$ cat src/rtl/connect4_board_writer.sv
// rtl/connect4_board_writer.sv - Connect-4 board state, gravity drop and four-in-a-row scan
module connect4_board_writer #(
  parameter int ROWS    = 6,
  parameter int COLS    = 7,
  parameter int WIN_LEN = 4
) (
  input  logic                 Clk,
  input  logic                 Reset,
  input  logic                 new_game,
  input  logic                 drop_valid,
  input  logic [2:0]           drop_col,
  output logic                 drop_ready,
  output logic                 drop_done,
  output logic                 drop_err,
  output logic [ROWS*COLS-1:0] color_p0,
  output logic [ROWS*COLS-1:0] color_p1,
  output logic [ROWS*COLS-1:0] winner_tokens,
  output logic                 current_player,
  output logic                 game_over,
  output logic [1:0]           winner,
  output logic [5:0]           move_count
);

  localparam int CELLS = ROWS * COLS;

  // Window shapes anchored at bit 0; shifted to the anchor cell during the scan.
  // Row stride is COLS, so vertical = +7, down-right = +8, down-left = +6.
  localparam logic [CELLS-1:0] H_MASK  = CELLS'(32'h0000_000F);
  localparam logic [CELLS-1:0] V_MASK  = CELLS'(32'h0020_4081);
  localparam logic [CELLS-1:0] DR_MASK = CELLS'(32'h0101_0101);
  localparam logic [CELLS-1:0] DL_MASK = CELLS'(32'h0004_1041);

  typedef enum logic [1:0] {IDLE, CHECK, RESOLVE, OVER} state_t;

  state_t           state_q, state_d;
  logic [CELLS-1:0] color_p0_q, color_p0_d;
  logic [CELLS-1:0] color_p1_q, color_p1_d;
  logic [CELLS-1:0] winner_tokens_q, winner_tokens_d;
  logic [CELLS-1:0] acc_q, acc_d;
  logic             current_player_q, current_player_d;
  logic             game_over_q, game_over_d;
  logic [1:0]       winner_q, winner_d;
  logic [5:0]       move_count_q, move_count_d;
  logic [2:0]       scan_row_q, scan_row_d;
  logic [2:0]       scan_col_q, scan_col_d;
  logic             drop_done_q, drop_done_d;
  logic             drop_err_q, drop_err_d;

  logic [ROWS-1:0][COLS-1:0] occ_grid;
  logic [ROWS-1:0]           col_occ;
  logic                      col_in_range;
  logic                      drop_legal;
  logic [2:0]                drop_row;
  logic [5:0]                drop_bit;
  logic [CELLS-1:0]          drop_mask;
  logic [CELLS-1:0]          mover_bits;
  logic [5:0]                scan_base;
  logic [CELLS-1:0]          scan_hits;
  logic                      scan_last;

  assign occ_grid     = color_p0_q | color_p1_q;
  assign col_occ      = {occ_grid[5][drop_col], occ_grid[4][drop_col], occ_grid[3][drop_col],
                         occ_grid[2][drop_col], occ_grid[1][drop_col], occ_grid[0][drop_col]};
  assign col_in_range = (drop_col <= 3'(COLS - 1));
  assign drop_legal   = col_in_range && !col_occ[0];
  assign drop_bit     = {3'b000, drop_row} * 6'(COLS) + {3'b000, drop_col};
  assign drop_mask    = CELLS'(1) << drop_bit;
  assign mover_bits   = current_player_q ? color_p1_q : color_p0_q;
  assign scan_base    = {3'b000, scan_row_q} * 6'(COLS) + {3'b000, scan_col_q};
  assign scan_last    = (scan_row_q == 3'(ROWS - 1)) && (scan_col_q == 3'(COLS - 1));

  // Gravity: the lowest (largest-index) empty row of the requested column
  always_comb begin
    drop_row = 3'd0;
    if      (!col_occ[5]) drop_row = 3'd5;
    else if (!col_occ[4]) drop_row = 3'd4;
    else if (!col_occ[3]) drop_row = 3'd3;
    else if (!col_occ[2]) drop_row = 3'd2;
    else if (!col_occ[1]) drop_row = 3'd1;
  end

  // Fully-owned windows anchored at the current scan cell, mover's tokens only
  always_comb begin
    scan_hits = '0;
    if (scan_col_q <= 3'(COLS - WIN_LEN) &&
        (mover_bits & (H_MASK << scan_base)) == (H_MASK << scan_base))
      scan_hits = scan_hits | (H_MASK << scan_base);
    if (scan_row_q <= 3'(ROWS - WIN_LEN) &&
        (mover_bits & (V_MASK << scan_base)) == (V_MASK << scan_base))
      scan_hits = scan_hits | (V_MASK << scan_base);
    if (scan_row_q <= 3'(ROWS - WIN_LEN) && scan_col_q <= 3'(COLS - WIN_LEN) &&
        (mover_bits & (DR_MASK << scan_base)) == (DR_MASK << scan_base))
      scan_hits = scan_hits | (DR_MASK << scan_base);
    if (scan_row_q <= 3'(ROWS - WIN_LEN) && scan_col_q >= 3'(WIN_LEN - 1) &&
        (mover_bits & (DL_MASK << scan_base)) == (DL_MASK << scan_base))
      scan_hits = scan_hits | (DL_MASK << scan_base);
  end

  // FSM state register
  always_ff @(posedge Clk) begin
    if (Reset) state_q <= IDLE;
    else       state_q <= state_d;
  end

  // FSM next-state logic; new_game forces IDLE from any state
  always_comb begin
    state_d = state_q;
    case (state_q)
      IDLE:    if (drop_valid && drop_legal) state_d = CHECK;
      CHECK:   if (scan_last) state_d = RESOLVE;
      RESOLVE: if (acc_q != '0 || move_count_q == 6'(CELLS)) state_d = OVER;
               else state_d = IDLE;
      default: state_d = OVER;
    endcase
    if (new_game) state_d = IDLE;
  end

  // FSM outputs and board datapath next values
  always_comb begin
    color_p0_d       = color_p0_q;
    color_p1_d       = color_p1_q;
    winner_tokens_d  = winner_tokens_q;
    acc_d            = acc_q;
    current_player_d = current_player_q;
    game_over_d      = game_over_q;
    winner_d         = winner_q;
    move_count_d     = move_count_q;
    scan_row_d       = scan_row_q;
    scan_col_d       = scan_col_q;
    drop_done_d      = 1'b0;
    drop_err_d       = 1'b0;
    case (state_q)
      IDLE: begin
        if (drop_valid) begin
          if (!drop_legal) begin
            drop_err_d = 1'b1;
          end else begin
            if (current_player_q) color_p1_d = color_p1_q | drop_mask;
            else                  color_p0_d = color_p0_q | drop_mask;
            move_count_d = move_count_q + 6'd1;
            scan_row_d   = 3'd0;
            scan_col_d   = 3'd0;
            acc_d        = '0;
          end
        end
      end
      CHECK: begin
        acc_d = acc_q | scan_hits;
        if (scan_col_q == 3'(COLS - 1)) begin
          scan_col_d = 3'd0;
          scan_row_d = scan_row_q + 3'd1;
        end else begin
          scan_col_d = scan_col_q + 3'd1;
        end
      end
      RESOLVE: begin
        drop_done_d = 1'b1;
        if (acc_q != '0) begin
          winner_tokens_d = acc_q;
          winner_d        = current_player_q ? 2'b10 : 2'b01;
          game_over_d     = 1'b1;
        end else if (move_count_q == 6'(CELLS)) begin
          winner_d    = 2'b11;
          game_over_d = 1'b1;
        end else begin
          current_player_d = ~current_player_q;
        end
      end
      default: ;
    endcase
    if (new_game) begin
      color_p0_d       = '0;
      color_p1_d       = '0;
      winner_tokens_d  = '0;
      acc_d            = '0;
      current_player_d = 1'b0;
      game_over_d      = 1'b0;
      winner_d         = 2'b00;
      move_count_d     = 6'd0;
      scan_row_d       = 3'd0;
      scan_col_d       = 3'd0;
      drop_done_d      = 1'b0;
      drop_err_d       = 1'b0;
    end
  end

  // Board datapath registers
  always_ff @(posedge Clk) begin
    if (Reset) begin
      color_p0_q       <= '0;
      color_p1_q       <= '0;
      winner_tokens_q  <= '0;
      acc_q            <= '0;
      current_player_q <= 1'b0;
      game_over_q      <= 1'b0;
      winner_q         <= 2'b00;
      move_count_q     <= 6'd0;
      scan_row_q       <= 3'd0;
      scan_col_q       <= 3'd0;
      drop_done_q      <= 1'b0;
      drop_err_q       <= 1'b0;
    end else begin
      color_p0_q       <= color_p0_d;
      color_p1_q       <= color_p1_d;
      winner_tokens_q  <= winner_tokens_d;
      acc_q            <= acc_d;
      current_player_q <= current_player_d;
      game_over_q      <= game_over_d;
      winner_q         <= winner_d;
      move_count_q     <= move_count_d;
      scan_row_q       <= scan_row_d;
      scan_col_q       <= scan_col_d;
      drop_done_q      <= drop_done_d;
      drop_err_q       <= drop_err_d;
    end
  end

  assign drop_ready     = (state_q == IDLE);
  assign drop_done      = drop_done_q;
  assign drop_err       = drop_err_q;
  assign color_p0       = color_p0_q;
  assign color_p1       = color_p1_q;
  assign winner_tokens  = winner_tokens_q;
  assign current_player = current_player_q;
  assign game_over      = game_over_q;
  assign winner         = winner_q;
  assign move_count     = move_count_q;

endmodule

$ cat config.mk
export PLATFORM = sky130hd
export DESIGN_NAME = connect4_board_writer
export DESIGN_NICKNAME = d
export VERILOG_FILES = /design/src/rtl/connect4_board_writer.sv
export SDC_FILE = /design/constraint.sdc
export NUM_CORES = 1
export LEC_CHECK = 0
export ABC_CLOCK_PERIOD_IN_PS = 6820
export CAP_MARGIN = 20
export CORE_AREA = 2 2 211 213
export CTS_CLUSTER_SIZE = 24
export DETAILED_ROUTE_END_ITERATION = 10
export DIE_AREA = 0 0 213 215
export DONT_BUFFER_PORTS = 1
export GPL_TIMING_DRIVEN = 0
export PLACE_DENSITY = 0.48
export SLEW_MARGIN = 20
export SYNTH_ARGS = -nofsm -noshare
export SYNTH_HDL_FRONTEND = slang
export SYNTH_SLANG_ARGS = --single-unit
$ cat constraint.sdc
create_clock -name Clk -period 6.82 [get_ports Clk]
set_clock_uncertainty 0.05 [all_clocks]
set_input_delay 0.341 -clock Clk [delete_from_list [all_inputs] [get_ports Clk]]
set_output_delay 0.341 -clock Clk [all_outputs]
set_load 0.05 [all_outputs]
---- After elaboration in Yosys (flattened, before gate mapping) ----
Index checks and enable logic that the tools add are counted.
storage, ports and cells
  output and inout port bits .............. 139
  register bits ........................... 188
  bits of input ports ..................... 7
operators by class
  mux-type cells .......................... 42
  $mul .................................... 2
  equal/unequal tests ..................... 14
  reductions and logical operators ........ 26
  shift operators ......................... 5
  add/sub/neg operators ................... 5
  order comparisons ....................... 5
  bitwise logic cells ..................... 16
operators with widths
  operator                 number
  $mux W42                 7
  $or A42 B42 Y42          7
  $and A42 B42 Y42         4
  $eq A42 B42 Y1           4
  $pmux W42 S2             1
  $reduce_bool A42 Y1      1
  $shl A1 B6 Y42 const A   1
  $shl A19 B6 Y42 const A  1
  $shl A22 B6 Y42 const A  1
  $shl A25 B6 Y42 const A  1
  $shl A4 B6 Y42 const A   1
  $bmux W1 S3              6
  $mux W3                  6
  $mux W2                  8
  $add A6 B3 Y6            2
  $mul A3 B3 Y6 const B    2
  $pmux W3 S2              2
  $reduce_and A4 Y1        3
  $mux W1                  11
  $logic_and A1 B1 Y1      9
  $reduce_and A3 Y1        3
  $add A3 B1 Y3 const B    2
  $add A6 B1 Y6 const B    1
  $eq A3 B3 Y1 const B     2
  18 further kinds         29

---- Depth between registers and ports, before layout ----
Gate-level depths: netlist of run 1.
  word-level depth ........................ 15
  mapped depth ............................ 25
  depth with buffers taken out ............ 22

---- Worst setup path after synthesis of run 1 ----
OpenSTA, ideal clock, no wires.
  kind .................................... input port to flip-flop
  from .................................... in drop_col[0]
  to ...................................... reg color_p0_q[8] (netlist: color_p0[8])
  required time ........................... 6.704 ns
  cell stages on the path ................. 20
  slack ................................... 1.506 ns
  setup time .............................. 0.066 ns
  buffers on the path ..................... 4
  data arrival time ....................... 5.198 ns
  cell sequence ........................... clkbuf_1 -> clkbuf_1 -> buf_1 -> nor3_1 -> a21oi_1 -> a21oi_1 -> o211ai_1 -> nand2_1 -> a21oi_1 -> fa_1 -> inv_1 -> fa_1 -> fa_1 -> a21o_1 -> a21oi_1 -> xnor2_1 -> nor4_1 -> clkbuf_1 -> a21oi_1 -> nor2_1
between the ends
  longest elaborated chain between the ends .. 11
  elaborated cells between the ends (all ways) .. 25
RTL lines
  item                           RTL line  RTL
  start, declared                11        input logic [2:0] drop_col,
  $bmux W1 S3                    63        occ_grid[2][drop_col], occ_grid[1][drop_col], occ_grid[0][drop_col]};
  $mux W1 (implied by the code)  63
  $mux W1                        79        else if (!col_occ[1]) drop_row = 3'd1;
  $mux W2                        78        else if (!col_occ[2]) drop_row = 3'd2;
  $mux W2                        77        else if (!col_occ[3]) drop_row = 3'd3;
  $mux W3                        76        else if (!col_occ[4]) drop_row = 3'd4;
  $mux W3                        75        if (!col_occ[5]) drop_row = 3'd5;
  $mul A3 B3 Y6                  66        assign drop_bit = {3'b000, drop_row} * 6'(COLS) + {3'b000, drop_col};
  $add A6 B3 Y6                  66
  $shl A1 B6 Y42                 67        assign drop_mask = CELLS'(1) << drop_bit;
  $or A42 B42 Y42                139       else color_p0_d = color_p0_q | drop_mask;
  end signal, assigned           203       color_p0_q <= color_p0_d;
  end, declared                  36        logic [CELLS-1:0] color_p0_q, color_p0_d;
Parallel ways exist; a longest one is shown, timed or not. The select of a mux whose other input is x is not followed.
A chain may end at the register's enable or synchronous reset.

---- Worst setup path after layout of run 1 ----
  from .................................... reg scan_row_q[0]
  to ...................................... reg acc_q[15]
between the ends
  longest elaborated chain between the ends .. 15
  elaborated cells between the ends (all ways) .. 30
RTL lines
  item                    RTL line  RTL
  start, declared         44        logic [2:0] scan_row_q, scan_row_d;
  start signal, assigned  211       scan_row_q <= scan_row_d;
  $mul A3 B3 Y6           69        assign scan_base = {3'b000, scan_row_q} * 6'(COLS) + {3'b000, scan_col_q};
  $add A6 B3 Y6           69
  $shl A4 B6 Y42          86, 87
  $and A42 B42 Y42        86        (mover_bits & (H_MASK << scan_base)) == (H_MASK << scan_base))
  $eq A42 B42 Y1          86
  $logic_and A1 B1 Y1     85        if (scan_col_q <= 3'(COLS - WIN_LEN) &&
  $mux W42                85
  $or A42 B42 Y42         90        scan_hits = scan_hits | (V_MASK << scan_base);
  $mux W42                88        if (scan_row_q <= 3'(ROWS - WIN_LEN) &&
  $or A42 B42 Y42         93        scan_hits = scan_hits | (DR_MASK << scan_base);
  $mux W42                91        if (scan_row_q <= 3'(ROWS - WIN_LEN) && scan_col_q <= 3'(COLS - WIN_LEN) &&
  $or A42 B42 Y42         96        scan_hits = scan_hits | (DL_MASK << scan_base);
  $mux W42 *              94        if (scan_row_q <= 3'(ROWS - WIN_LEN) && scan_col_q >= 3'(WIN_LEN - 1) &&
  $or A42 B42 Y42 *       148       acc_d = acc_q | scan_hits;
  $pmux W42 S2 *          132       case (state_q)
  end signal, assigned    193       acc_q <= '0;
  end signal, assigned    206       acc_q <= acc_d;
  end, declared           39        logic [CELLS-1:0] acc_q, acc_d;
Mark *: on every way between the ends. The rest lies on a longest branch, timed or not.

==> impl_metrics.csv, run 1 <==
group,metric,value,unit
floorplan,rows,77,
cells_and_area,final_nets,1715,
clock_network,clkTransAtPathRegs,0.08,ns
timing,worst_slew_margin_rel,22.0,%
global_route,grt_use_met3,9.51,%
synthesis,synth-edff-count,0,
clock_network,cts-root-buf,"sky130_fd_sc_hd__clkbuf_16",
global_route,grt_busiest_layer,"met2",
floorplan,fp.dieW,213,µm
clock_network,cts_made_buffers,17,
clock_network,cts_setup_buffers,0,
timing,final-setup-viol-count,0,
synthesis,yosysWarningCount,0,
timing,time_the_worst_path_needs_with_i_o_delays_and_setup,6.71,ns
synthesis,syn_avg_cell_area,7.81,µm²
cells_and_area,insertedDiodeCount,0,
global_route,grt_pass1_vias,13900,
cells_and_area,core_occupancy_in_the_finished_layout,32.9,%
global_route,number_of_antenna_violations_at_the_first_check_in_global_routing,1,
setup_path,sort_of_element_at_the_start_of_the_critical_path,"flip-flop",
synthesis,postSynthRegisterBits,188,
worst_hold_path,min-delay-path-class,"in -> reg",
synthesis,yosys.cell_types.count,102,
power,leakagePower,0.00499,µW
floorplan,die_height,215,µm
global_route,grtUsageTotal,34.5,%
cells_and_area,stdcell_count,2278,
floorplan,io-pin-count,146,
drt,vias,14700,
cells_and_area,area.growth.synth_to_final,11.7,%
floorplan,floorplan.initialDensity,29.5,%
global_route,grt.overflow.total,0,
floorplan,core_region_area,43600,µm²
timing,layout_setup_ws,0.106,ns
placed_design,placed_cells_incl_taps,2243,
clock_network,htree_levels,4,
timing,hold_violations,0,
floorplan,design.die.area,45800,µm²
synthesis,syn-cell-area,12900,µm²
setup_path,critPathKind,"reg -> reg",
drt,ant_nets,0,
clock_network,cts_tree,"yes",
global_route,grt_util_met1,42.3,%
drt,drt-initial-drc-count,1742,
global_route,pin_count_of_the_biggest_net_entering_global_routing,18,
timing,timing_max_transition_violations_final,0,
drt,route.detailed.wl_per_inst,34.8,µm
global_route,global_route_wire_length_before_repair,111000,µm
synthesis,postSynthNetCount,1688,
setup_path,critical_path_required,7.23,ns
placed_design,place_hpwl,60900,µm
timing,max_clock_freq,149,MHz
synthesis,synth_top_area_share,29.3,%
placed_design,place.gp.congestion,1.03,
placed_design,dpl_worst_slack,-0.200,ns
status,result_of_the_run,"completed",
drt,drt-total-wl,79300,µm
global_route,grt_util_met2,53.1,%
setup_path,timing.critical_path.arrival,7.13,ns
drt,vias_cell,6.44,
clock_network,clock_insertion_delay_worst_skew,0.53,ns
power,vdd_ir_drop_max,0.000149,V
timing,final.setup.tns,0,ns
timing,grt_setup_unrepaired,"no",
drt,drcViolationCount,0,
clock_network,clock_sink_count,188,
setup_path,worstSetupEndpointType,"flip-flop",
synthesis,dominantRegCellSynth,"sky130_fd_sc_hd__dfxtp_1",
drt,drt-pass1-iter-count,6,
timing,worst_pin_slew,1.16,ns
power,p_per_area,173,nW/µm²
synthesis,netlist_top_cells_area,"sky130_fd_sc_hd__dfxtp_1, sky130_fd_sc_hd__nor2_1, sky130_fd_sc_hd__a21oi_1, sky130_fd_sc_hd__mux2i_1, sky130_fd_sc_hd__nand2_1",
synthesis,postSynthCellCount,1646,
setup_path,highest_net_fanout_along_the_worst_path,9,
placed_design,dpl-instance-area,13700,µm²
synthesis,synthArstFlopShare,0,%
run,maxCapViolations,0,
timing,final.period_utilization,98.5,%
cells_and_area,drive_above_1_share,10.8,%
synthesis,yosysTopAreaCell,"sky130_fd_sc_hd__dfxtp_1",
placed_design,buffer_ports.inserted,0,
synthesis,yosysMostFrequentCell,"sky130_fd_sc_hd__nor2_1",
cells_and_area,cell_area_after_layout,14400,µm²
synthesis,synth.yosys.seq_area_share,29.3,%
synthesis,synth_top_cells_by_count,"sky130_fd_sc_hd__nor2_1, sky130_fd_sc_hd__a21oi_1, sky130_fd_sc_hd__dfxtp_1",
clock_network,clock_tree.buffer_depth,2,
==> layer usage <==
layer	part of all wire (%)	vias to the layer above	wire [µm]
li1	-	6192	-
met1	39	7227	30900
met2	44	982	35000
met3	9.6	278	7590
met4	7.3	0	5760
met5	0	-	0
==> sequential cells by signal, summed over array words and instances, names as in the netlist <==
register,cells
game_over,1
scan_row_q,3
winner_tokens,42
current_player,1
winner,2
color_p1,42
color_p0,42
scan_col_q,3
acc_q,42
drop_err,1
state_q,2
drop_done,1
move_count,6
==> path summary, 6_finish.rpt <==
check,from,endpoint,slack [ns],depth (start not counted)
worst max-delay path,scan_row_q[0],acc_q[15],0.11,18
worst min-delay path,drop_valid,state_q[0],0.04,2
worst max register to register,scan_row_q[0],acc_q[15],0.11,18
worst min register to register,acc_q[0],acc_q[0],0.42,2
==> area by class of cell <==
| type | count | area, µm² |
|---|---|---|
| buffer | 120 | 574 |
| tap | 592 | 741 |
| timing repair buffer | 9 | 86.3 |
| inverter | 21 | 78.8 |
| fill | 4723 | 29300 |
| clock buffer | 20 | 457 |
| clock inverter | 12 | 113 |
| multi-input combinational | 1316 | 8550 |
| sequential | 188 | 3760 |
==> kinds of logic after synthesis <==
| family | synth area share, % |
|---|---|
| DFF | 29.3 |
| buffers and inverters | 5.11 |
| xor gates and xnor gates | 2.27 |
| adders and majority gates | 3.87 |
| muxes | 9.09 |
| and+or+nand+nor | 23.1 |
| AOI/OAI and AO/OA | 27.3 |
==> power by group <==
group          total, µW  switching, µW  internal, µW
logic                358            275          83.3
clock network       1020            522           496
registers           1110           10.9          1100
==> what timing repair did <==
| action | CTS | global route |
|---|---|---|
| endpoints found under the setup margin | 0 | 21 |
| hold endpoints to repair | 1 | 0 |
| resized for setup | 0 | 4 |
| hold buffers | 1 | 0 |
==> per-stage QoR <==
step                      power [µW]  hold WS, ns
after detailed placement        1480        0.412
final                           2490       0.0401
after global placement          1470        0.400
after global routing            2560       0.0842
after CTS                       2490       0.0175
after floorplan                 1330        0.381
==> cell usage in the layout, fill, tap and decap left out, types with 13 or more instances in the layout <==
| cell | instances |
|---|---|
| sky130_fd_sc_hd__a211oi_1 | 33 |
| sky130_fd_sc_hd__a21oi_1 | 191 |
| sky130_fd_sc_hd__a221oi_1 | 15 |
| sky130_fd_sc_hd__a22oi_1 | 23 |
| sky130_fd_sc_hd__a31oi_1 | 21 |
| sky130_fd_sc_hd__a32oi_1 | 13 |
| sky130_fd_sc_hd__buf_2 | 31 |
| sky130_fd_sc_hd__clkbuf_1 | 63 |
| sky130_fd_sc_hd__clkbuf_16 | 17 |
| sky130_fd_sc_hd__dfxtp_1 | 188 |
| sky130_fd_sc_hd__ha_1 | 26 |
| sky130_fd_sc_hd__inv_1 | 18 |
| sky130_fd_sc_hd__mux2_2 | 16 |
| sky130_fd_sc_hd__mux2i_1 | 79 |
| sky130_fd_sc_hd__nand2_1 | 131 |
| sky130_fd_sc_hd__nand3_1 | 48 |
| sky130_fd_sc_hd__nand4_1 | 13 |
| sky130_fd_sc_hd__nor2_1 | 255 |
| sky130_fd_sc_hd__nor3_1 | 61 |
| sky130_fd_sc_hd__nor4_1 | 23 |
| sky130_fd_sc_hd__o211ai_1 | 19 |
| sky130_fd_sc_hd__o21ai_0 | 63 |
| sky130_fd_sc_hd__o22ai_1 | 19 |
| sky130_fd_sc_hd__xnor2_1 | 15 |
==> critical path, cell delays in order, from the launching register on <==
cell and delay (ns):
sky130_fd_sc_hd__dfxtp_1 0.50, sky130_fd_sc_hd__inv_1 0.14, sky130_fd_sc_hd__ha_1 0.32, sky130_fd_sc_hd__inv_1 0.05
sky130_fd_sc_hd__ha_1 0.27, sky130_fd_sc_hd__ha_1 0.26, sky130_fd_sc_hd__fa_1 0.60, sky130_fd_sc_hd__buf_2 0.19
sky130_fd_sc_hd__or3b_2 0.13, sky130_fd_sc_hd__clkbuf_1 0.76, sky130_fd_sc_hd__a2111oi_0 0.17, sky130_fd_sc_hd__a2111o_1 0.45
sky130_fd_sc_hd__o32ai_2 0.52, sky130_fd_sc_hd__nand3_1 0.47, sky130_fd_sc_hd__nor4_2 0.81, sky130_fd_sc_hd__nand2_1 0.43
sky130_fd_sc_hd__o21ai_1 0.26, sky130_fd_sc_hd__or4_1 0.14, sky130_fd_sc_hd__o211a_1 0.15
Power figures use the tool's default switching activity.
==> run 2, diff against run 1 <==
--- a/config.mk
+++ b/config.mk
@@ -14,6 +14,7 @@
 export DONT_BUFFER_PORTS = 1
 export GPL_TIMING_DRIVEN = 0
 export PLACE_DENSITY = 0.48
+export SETUP_SLACK_MARGIN = 0.5
 export SLEW_MARGIN = 20
 export SYNTH_ARGS = -nofsm -noshare
 export SYNTH_HDL_FRONTEND = slang
==> run 2 against run 1 <==
  * Sequential share of layout area down 0.32 points
  * Critical path type unchanged
  * Cell area rose by 1.3%
  * Sequential power barely moved
  * Register-to-register slack improved by 0.48 ns
  * Combinational power increased by 2%
  * Highest routed layer unchanged
  * Wire length barely moved
==> impl_metrics.csv, run 2 (synthesis gave the netlist of run 1 again) <==
group,metric,value,unit
power,part_of_the_power_in_combinational_logic,14.6,%
floorplan,fp.dieW,213,µm
clock_network,htree_levels,4,
power,netSwitchingFraction,32.7,%
power,p_int,1680,µW
setup_path,crit_path_cell_trace,"fa_1 > inv_1 > fa_1 > inv_1 > fa_1 > buf_2 > buf_4 > nand2b_1 > clkbuf_1 > nor3_1 > a221oi_1 > nand4b_1 > a32oi_1 > nor4b_2 > o211a_4 > nand2_2 > o221ai_1 > nand2_1 > a211oi_1",
setup_path,critPathKind,"reg -> reg",
floorplan,die_height,215,µm
setup_path,crit_family,"compound AO/OA/AOI/OAI gates",
power,p_per_area,172,nW/µm²
timing,worst_slew_margin_rel,21.1,%
run,maxCapViolations,0,
drt,vias,14600,
placed_design,place.gp.congestion,1.03,
setup_path,worstSetupEndpointType,"flip-flop",
clock_network,cts_made_buffers,17,
clock_network,clock_sink_count,188,
power,leakagePower,0.00504,µW
timing,hold_violations,0,
power,vdd_ir_drop_max,0.000162,V
setup_path,cp_num_buf_inv,5,
drt,route.detailed.wl_per_inst,34.7,µm
drt,drt-initial-drc-count,1870,
setup_path,timing.critical_path.arrival,6.59,ns
placed_design,buffer_ports.inserted,0,
setup_path,critical_path.reg2reg.startpoint,"scan_row_q[2]",
setup_path,critPathMaxStageDelay,0.83,ns
cells_and_area,core_occupancy_in_the_finished_layout,33.3,%
drt,vias_cell,6.38,
cells_and_area,mostFrequentLayoutCell,"sky130_fd_sc_hd__nor2_1",
placed_design,placed_cells_incl_taps,2243,
setup_path,sort_of_element_at_the_start_of_the_critical_path,"flip-flop",
cells_and_area,area.growth.synth_to_final,13.1,%
timing,grt_setup_unrepaired,"no",
global_route,global_route_wire_length_before_repair,110000,µm
cells_and_area,final_nets,1722,
floorplan,core_region_area,43600,µm²
global_route,number_of_antenna_violations_at_the_first_check_in_global_routing,1,
timing,time_the_worst_path_needs_with_i_o_delays_and_setup,6.23,ns
worst_hold_path,holdCritStartpoint,"drop_valid",
global_route,grtUsageTotal,34.5,%
global_route,grt.overflow.total,0,
power,power.share.clock,40.9,%
timing,timing_max_transition_violations_final,0,
clock_network,cts_tree,"yes",
floorplan,io-pin-count,146,
setup_path,critical_path_required,7.18,ns
clock_network,clock_tree.buffer_depth,2,
setup_path,cp_slowest_cell,"sky130_fd_sc_hd__clkbuf_1",
floorplan,floorplan.initialDensity,29.5,%
floorplan,rows,77,
global_route,pin_count_of_the_biggest_net_entering_global_routing,18,
clock_network,clock_insertion_delay_worst_skew,0.53,ns
status,result_of_the_run,"completed",
timing,final-setup-viol-count,0,
setup_path,highest_net_fanout_along_the_worst_path,10,
clock_network,cts-root-buf,"sky130_fd_sc_hd__clkbuf_16",
drt,drt-pass1-iter-count,5,
floorplan,design.die.area,45800,µm²
drt,drt-total-wl,79300,µm
setup_path,cell_mode_on_critical_path,"sky130_fd_sc_hd__fa_1",
timing,max_clock_freq,161,MHz
timing,final.period_utilization,91.4,%
drt,ant_nets,0,
setup_path,worst_setup_startpoint,"scan_row_q[2]",
cells_and_area,drive_above_1_share,12.5,%
cells_and_area,insertedDiodeCount,0,
power,share_seq_of_total_power,44.5,%
timing,worst_pin_slew,1.18,ns
global_route,grt_pass1_vias,14000,
cells_and_area,commonest_cells_after_routing_fill_and_taps_aside,"sky130_fd_sc_hd__nor2_1, sky130_fd_sc_hd__a21oi_1, sky130_fd_sc_hd__dfxtp_1",
power,p_switching,815,µW
drt,drcViolationCount,0,
placed_design,place_hpwl,60900,µm
clock_network,clkTransAtPathRegs,0.08,ns
cells_and_area,stdcell_count,2285,
worst_hold_path,min-delay-path-class,"in -> reg",
run 2: cell count changes in the layout (fill, tap and decap cells not counted), sizes merged:
| cell | previous run | this run |
|---|---|---|
| buf | 65 | 69 |
| clkbuf | 83 | 86 |
run 2: metal layers:
metal  GRT usage [%]  wire length, µm  vias to the layer above
li1                -                -                     6208
met1            42.2            30900                     7193
met2            53.0            35400                      927
met3            10.0             7710                      255
met4            21.6             5320                        0
met5               0                0                        -
run 2: power by group through the flow:
stage,clock network (µW),registers (µW),logic [µW]
2_1_floorplan,0,1130,192
3_3_place_gp,0,1140,330
3_5_place_dp,0,1140,341
4_1_cts,1030,1110,344
5_1_grt,1070,1110,377
6_report,1020,1110,364
run 2: through the flow:
| stage | setup WS [ns] | instance area, µm² | setup TNS, ns | hold slack, ns | total power (µW) |
|---|---|---|---|---|---|
| after detailed placement | -0.200 | 13700 | -1.75 | 0.412 | 1480 |
| after CTS | 0.436 | 14300 | 0 | 0.0175 | 2490 |
| after floorplan | 1.51 | 12900 | 0 | 0.381 | 1330 |
| after global routing | 0.501 | 14500 | 0 | 0.0842 | 2560 |
| final | 0.590 | 14500 | 0 | 0.0449 | 2500 |
| after global placement | -0.179 | 13600 | -2.68 | 0.400 | 1470 |
run 2: timing repair:
action,CTS,global route
hold buffers,1,0
endpoints found under the hold margin,1,0
gates resized for setup,11,26
setup endpoints to repair,46,105
pin swaps,0,2
buffers inserted,0,6
run 2: area by class of cell:
| class | count | area [µm²] |
|---|---|---|
| tap | 592 | 741 |
| clock inverter | 12 | 113 |
| fill | 4722 | 29100 |
| buffer | 121 | 587 |
| multi-input combinational | 1316 | 8670 |
| sequential | 188 | 3760 |
| clock buffer | 20 | 457 |
| timing repair buffer | 15 | 131 |
| inverter | 21 | 78.8 |
run 2: path summary, 6_finish.rpt:
kind | end | slack, ns | cells after the start
hold / removal | state_q[0] | 0.04 | 2
setup reg to reg | acc_q[36] | 0.59 | 19
hold reg to reg | acc_q[0] | 0.42 | 2
setup / recovery | acc_q[36] | 0.59 | 19
